**src/rtl/pu_msp430_trace_ctrl.sv**
```systemverilog
// MSP430 instruction-trace capture: circular {pc,ir} buffer with arm/trigger/post/stop sequencing.
// Optional PU_MSP430_TRACE_IRQ_FILTER_EN excludes IRQ-entry decodes from capture and triggering.
module pu_msp430_trace_ctrl #(
    parameter  int DEPTH = 16,
    localparam int AW    = $clog2(DEPTH)
) (
    input  logic          mclk,
    input  logic          puc_rst_n,
    input  logic          decode,
    input  logic [15:0]   pc,
    input  logic [15:0]   ir,
    input  logic          irq_detect,
    input  logic          cfg_arm,
    input  logic          cfg_stop,
    input  logic          cfg_trig_en,
    input  logic [15:0]   cfg_trig_pc,
    input  logic [AW:0]   cfg_post_cnt,
    input  logic          rd_req,
    output logic          rd_ack,
    output logic [31:0]   rd_data,
    output logic          rd_empty,
    output logic [AW:0]   count,
    output logic          trig_hit,
    output logic [1:0]    state
);

    typedef enum logic [1:0] {
        S_IDLE  = 2'd0,
        S_ARMED = 2'd1,
        S_POST  = 2'd2,
        S_DONE  = 2'd3
    } state_t;

    localparam logic [AW:0] FULL = (AW+1)'(DEPTH);

    state_t        st;
    logic [AW-1:0] wr_ptr;
    logic [AW:0]   post_rem;
    logic [31:0]   mem [DEPTH];

    logic          qd;
    logic          capturing;
    logic          stopping;
    logic          we;
    logic          hit;
    logic          rd_go;
    logic [AW-1:0] rd_idx;
    logic [AW:0]   cnt_inc;

`ifdef PU_MSP430_TRACE_IRQ_FILTER_EN
    assign qd = decode & ~irq_detect;
`else
    logic unused_irq;
    assign unused_irq = irq_detect;
    assign qd = decode;
`endif

    assign capturing = (st == S_ARMED) || (st == S_POST);
    assign stopping  = cfg_stop & capturing;
    assign we        = qd & capturing & ~cfg_arm & ~stopping;
    assign hit       = cfg_trig_en && (pc == cfg_trig_pc);
    assign rd_idx    = wr_ptr - count[AW-1:0];
    assign cnt_inc   = (count == FULL) ? count : count + 1'b1;
    assign rd_go     = ~cfg_arm & (st == S_DONE) & rd_req & ~rd_ack
                     & (count != '0);
    assign rd_empty  = (count == '0);
    assign state     = st;

    // Trace RAM is intentionally unreset; count alone defines validity.
    always_ff @(posedge mclk) begin
        if (we)
            mem[wr_ptr] <= {pc, ir};
    end

    always_ff @(posedge mclk or negedge puc_rst_n) begin
        if (!puc_rst_n) begin
            st       <= S_IDLE;
            wr_ptr   <= '0;
            count    <= '0;
            post_rem <= '0;
            trig_hit <= 1'b0;
            rd_ack   <= 1'b0;
            rd_data  <= '0;
        end else begin
            rd_ack <= 1'b0;
            if (cfg_arm) begin
                st       <= S_ARMED;
                wr_ptr   <= '0;
                count    <= '0;
                post_rem <= '0;
                trig_hit <= 1'b0;
            end else if (stopping) begin
                st <= S_DONE;
            end else if (we) begin
                wr_ptr <= wr_ptr + 1'b1;
                count  <= cnt_inc;
                if (st == S_ARMED && hit) begin
                    trig_hit <= 1'b1;
                    post_rem <= cfg_post_cnt;
                    st       <= (cfg_post_cnt == '0) ? S_DONE : S_POST;
                end else if (st == S_POST) begin
                    post_rem <= post_rem - 1'b1;
                    if (post_rem == (AW+1)'(1))
                        st <= S_DONE;
                end
            end else if (rd_go) begin
                rd_ack  <= 1'b1;
                rd_data <= mem[rd_idx];
                count   <= count - 1'b1;
            end
        end
    end

endmodule

```
**config.mk**
```make
export PLATFORM = sky130hd
export DESIGN_NAME = pu_msp430_trace_ctrl
export DESIGN_NICKNAME = d
export VERILOG_FILES = /design/src/rtl/pu_msp430_trace_ctrl.sv
export SDC_FILE = /design/constraint.sdc
export NUM_CORES = 1
export LEC_CHECK = 0
export BUFFER_PORTS_ARGS = -buffer_cell sky130_fd_sc_hd__clkbuf_2
export CORE_MARGIN = 2
export CORE_UTILIZATION = 60
export DETAILED_ROUTE_END_ITERATION = 6
export MAX_ROUTING_LAYER = met4
export PLACE_DENSITY = 0.78
export RECOVER_POWER = 50
export SYNTH_ARGS = -nofsm -noshare
export SYNTH_HDL_FRONTEND = slang
export SYNTH_SLANG_ARGS = --single-unit
```
**constraint.sdc**
```tcl
create_clock -name mclk -period 11.51 [get_ports mclk]
set_clock_uncertainty 0.1 [all_clocks]
set_input_delay 2.302 -clock mclk [delete_from_list [all_inputs] [get_ports mclk]]
set_output_delay 2.302 -clock mclk [all_outputs]
set_load 0.01 [all_outputs]
```
## Yosys cells after proc, flatten, opt, wreduce, memory -nomap -nowiden

Memory sizes are Yosys's and may differ from the RTL's. A register that Yosys moved wholly into a read port is not among the register bits.
Cells that the tools add are included.

- Flip-flop bits (word level): 18
- RAM bits: 512
- Input port bits: 61
- Output and inout bits: 42
- Word-level logic and storage cells: 82
- Memories kept: 1

Memory list:

| name | depth | width | rd ports | clocked after memory_dff | write ports | RTL line | RTL |
|---|---|---|---|---|---|---|---|
| mem | 16 | 32 | 1 | 1 | 1 | 39 | `logic [31:0] mem [DEPTH];` |

- Add/sub/neg operators: 5
- Equal/unequal tests: 8
- Multiplexer cells: 30
- Bitwise logic cells: 12
- Reductions and logical operators: 20

Operators by type and width:

| kind | count |
|---|---|
| $mux 5 | 10 |
| $eq 16x16->1 | 1 |
| $mux 2 | 6 |
| $mux 4 | 3 |
| $reduce_and 3->1 | 4 |
| $mux 1 | 11 |
| $logic_not 5->1 | 2 |
| $sub 5x1->5 const B | 2 |
| $reduce_bool 3->1 | 3 |
| $and 1x1->1 | 8 |
| $reduce_bool 4->1 | 2 |
| $add 5x1->5 const B | 1 |
| $eq 5x1->1 const B | 1 |
| $eq 5x5->1 const B | 1 |
| $reduce_bool 5->1 | 1 |
| $add 4x1->4 const B | 1 |
| $eq 2x2->1 const B | 2 |
| $not 1->1 | 4 |
| $reduce_and 4->1 | 1 |
| $reduce_bool 2->1 | 2 |
| $sub 4x4->4 | 1 |
| $ne 3x3->1 const B | 1 |
| $eq 2x1->1 const B | 1 |
| $logic_and 1x1->1 | 2 |
| other kinds (4) | 4 |

## Depth between registers and ports, before layout

- Depth after elaboration: 9
- Mapped depth: 12
- Depth with buffers taken out: 11

## Worst setup path after synthesis

No wires, ideal clock.

- Path type: input -> register
- Start point: input cfg_arm
- End point: memory mem[0][0], enable pin
- Setup time: 0.502 ns
- Arrival time: 6.383 ns
- Required time: 10.908 ns
- Slack: 4.525 ns
- Stages: 5
- Buffers on the path: 2
- Cell sequence: clkbuf_1 > nor3_1 > inv_1 > clkbuf_1 > nor4_1

- Longest elaborated chain between the ends: 5

RTL lines:

| what | RTL line | RTL |
|---|---|---|
| start: declaration | 13 | `input logic cfg_arm,` |
| $not 1->1 (no line) | - |  |
| $and 1x1->1 (2 in series) | 60 | `assign we = qd & capturing & ~cfg_arm & ~stopping;` |
| $mux 1 | 71 | `if (we)` |
| $mux 1 (not written as such) | 72 | `mem[wr_ptr] <= {pc, ir};` |
| end: declaration | 39 |  |

No other way between the ends.

## Worst setup path after layout

- Start point: input cfg_arm
- End point: memory mem[11][15], enable pin

Same word-level chain as after synthesis.

==> key figures <==
Timing
  – RSZ-0062 raised after global routing: no
  – Final min period: 5.22 ns
  – Final TNS setup: 0 ns
  – Worst Tran Pin Value: 3.62 ns
  – Final WS setup: 6.29 ns
  – F_max: 0.192 GHz
  – Final setup fails: 0
  – Final period util: 45.3%
  – Hold Fails Final Rpt: 0
  – Max-slew violations: 51
  – Slew headroom: -141%

Route
  – Via/cell ratio: 6.37
  – Total routed wirelength: 47.7 mm
  – Initial detailed-routing violation count: 1286
  – Via count: 11533
  – DRT Pass-1 Iters: 7
  – Post-DRT Antenna Nets: 0
  – WL per Instance: 26.4 µm
  – DRC Markers: 0

Worst hold path
  – Hold Crit Depth: 2
  – Hold path start: rd_data[23]$_DFFE_PN0P_
  – Hold worst-path end: rd_data[23]$_DFFE_PN0P_
  – Hold Path Class: reg2reg

Yosys
  – Mapped Area: 0.0221 mm²
  – Yosys warning total: 0
  – Mapped Cells: 1172
  – EDFF count, synth: 512
  – Syn Area/Cell: 18.9 µm²
  – Async SR Flop Fraction: 8.90%
  – Synth cell types: 41
  – Top FF cell, synth: edfxtp_1
  – Syn nets: 1251
  – #FFs+latches synth: 562
  – Sequential cell area fraction in the yosys report: 75.1%

Die
  – Core box area: 0.0365 mm²
  – Starting density of the core: 60.6%
  – # rows: 70
  – Io pins: 103
  – Die height: 196 µm
  – Die area: 0.0385 mm²
  – Chip Width: 196 µm

Power
  – PD cells: 192 mW/mm²
  – P_leak: 8.68 nW
  – VDD IR-drop max: 0.000149 V

Global route
  – Initial antenna violation count: 2
  – Vias in the first global route: 11672
  – Global route total overflow: 0
  – First-pass GRT wire length: 72.0 mm
  – Total track usage: 26.5%
  – Largest net degree at the start of global routing: 78

Clocking
  – Clock sink count: 562
  – Postcts setup bufs: 0
  – TritonCTS clock tree: built
  – Root buf cell: clkbuf_16
  – Worst-path clk slew: 0.06 ns
  – H-tree depth: 2
  – TritonCTS Buffers: 54
  – Max Root-Sink Buffers: 3
  – Post_cts resized: 0
  – Clk Latency, worst-skew pair: 0.57 ns
  – CTS Hold Bufs: 0

Placed design
  – Port Buffers: 101
  – HPWL Detailed: 24.5 mm
  – Placed cells: 1708
  – Routability Congestion: 0.791
  – Dpl ws: 6.31 ns

Status
  – Failing checks: max-capacitance violations, max-slew violations
  – Status: finished with violations

Cells and area
  – Commonest non-fill, non-tap cell in the layout: edfxtp_1
  – Non-Filler Instances: 1811
  – Layout cells sized above 1: 23.4%
  – Area Growth Syn to Fin: 13.2%
  – Layout net count: 1375
  – Commonest non-fill, non-tap cells in the layout: 512 x edfxtp_1, 167 x nand2_1, 128 x mux4_2

Worst setup path
  – Slowest cell on crit path: and3_2
  – WP data required: 11.58 ns
  – Critical path class: in2reg
  – Crit-path max FO: 32
  – CP Cell Sequence: clkbuf_1 -> nor3_1 -> clkbuf_1 -> inv_1 -> nor2_1 -> and3_2
  – Worst Reg-to-Reg Cells: 8
  – Crit. End Element: register
  – Flop-to-flop setup slack: 7.21 ns
  – Crit-path max cell delay: 0.95 ns
  – Arr. time, crit path: 5.29 ns
  – Cell mode on critical path: clkbuf_1
  – Reg-to-reg startpoint: wr_ptr[0]$_DFFE_PN0P_
  – FF-to-FF End: rd_data[18]$_DFFE_PN0P_
  – Critical Path Start Type: input pin

Run
  – Max_cap viols: 1
==> synthesized netlist by cell type (2+ instances only) <==
cell type / n / area share (%)
dfrtp_1: 50 / 5.6
o21ai_0: 4 / 0.090
clkbuf_1: 39 / 0.66
mux4_2: 128 / 13
xnor2_1: 17 / 0.67
fa_1: 2 / 0.18
or3_1: 2 / 0.056
a21oi_1: 7 / 0.16
ha_1: 16 / 0.90
mux2i_1: 5 / 0.23
and2_1: 3 / 0.085
and3_1: 69 / 1.9
nand3_1: 5 / 0.11
edfxtp_1: 512 / 69
inv_1: 18 / 0.31
buf_1: 3 / 0.051
or4_1: 2 / 0.068
nor3_1: 7 / 0.16
xor2_1: 11 / 0.43
o32ai_1: 3 / 0.12
a31oi_1: 2 / 0.056
nor2_1: 21 / 0.36
nand2b_1: 2 / 0.056
nor2b_1: 3 / 0.085
nor4_1: 6 / 0.17
nand4_1: 4 / 0.11
nand2_1: 167 / 2.8
o31ai_1: 34 / 1.2
buf_2: 18 / 0.41
==> state kept, by name, indices dropped and copies added, names as in the netlist <==
register	count
count	5
mem	512
post_rem	5
rd_ack	1
rd_data	32
state	2
trig_hit	1
wr_ptr	4
==> worst max path at each step <==
stage,slack [ns],startpoint,to
detailed placement,6.31,pc[0],post_rem[1]$_DFFE_PN0P_
floorplan,4.53,cfg_arm,mem[0][0]$_DFFE_PP_
CTS,6.90,pc[0],post_rem[1]$_DFFE_PN0P_
global route,5.63,puc_rst_n,rd_data[15]$_DFFE_PN0P_
finish,6.29,cfg_arm,mem[11][15]$_DFFE_PP_
global placement,6.33,pc[0],post_rem[3]$_DFFE_PN0P_
==> report_power, final <==
part	internal, mW	switching, mW
Combinational	0.319	0.415
Sequential	2.27	0.0315
Clock	1.06	0.725
==> area by class of cell <==
cell class	count	area, µm²
clock inverter	25	289
clock buffer	76	1530
inverter	18	67.6
sequential	562	16600
multi-input combinational	530	5320
tap	468	586
timing repair buffer	130	652
antenna	2	5.00
fill	2277	11400
==> critical path, delay by kind of cell <==
family / cells / cell delay, ns
buf+inv: 3 / 1.44
simple gates: 3 / 1.53
==> routing by layer <==
metal | share of wire, % | GRT usage (%) | vias to the layer above
met3 | 8.7 | 4.40 | 96
met5 | 0 | - | -
li1 | - | - | 4896
met4 | 2.7 | 8.61 | 0
met1 | 39 | 35.9 | 5951
met2 | 50 | 42.1 | 590
==> per-stage QoR <==
| stage | util (%) | total power [mW] | cell area, µm² | hold slack (ns) |
|---|---|---|---|---|
| 2_1_floorplan | - | 2.84 | 22100 | 0.417 |
| 3_3_place_gp | 63.9 | 3.07 | 23300 | 0.361 |
| 3_5_place_dp | 63.9 | 3.08 | 23300 | 0.368 |
| 4_1_cts | 68.8 | 4.85 | 25100 | 0.381 |
| 5_1_grt | 68.7 | 4.99 | 25100 | 0.407 |
| 6_report | 68.7 | 4.82 | 25100 | 0.377 |
==> cells by family (layout without fill, tap and decap cells) <==
kind of cell / count (synthesis) / after routing / share of synthesized area, %
XOR/XNOR: 28 / 28 / 1.11
AO/OA/AOI/OAI: 56 / 56 / 1.79
flip-flops: 562 / 562 / 75.1
buffers and inverters: 80 / 249 / 1.51
adder cells (fa/ha/maj): 18 / 18 / 1.08
AND/OR/NAND/NOR: 295 / 295 / 6.21
other: 0 / 2 / 0
multiplexers: 133 / 133 / 13.2
(Power assumes the default switching activity.)
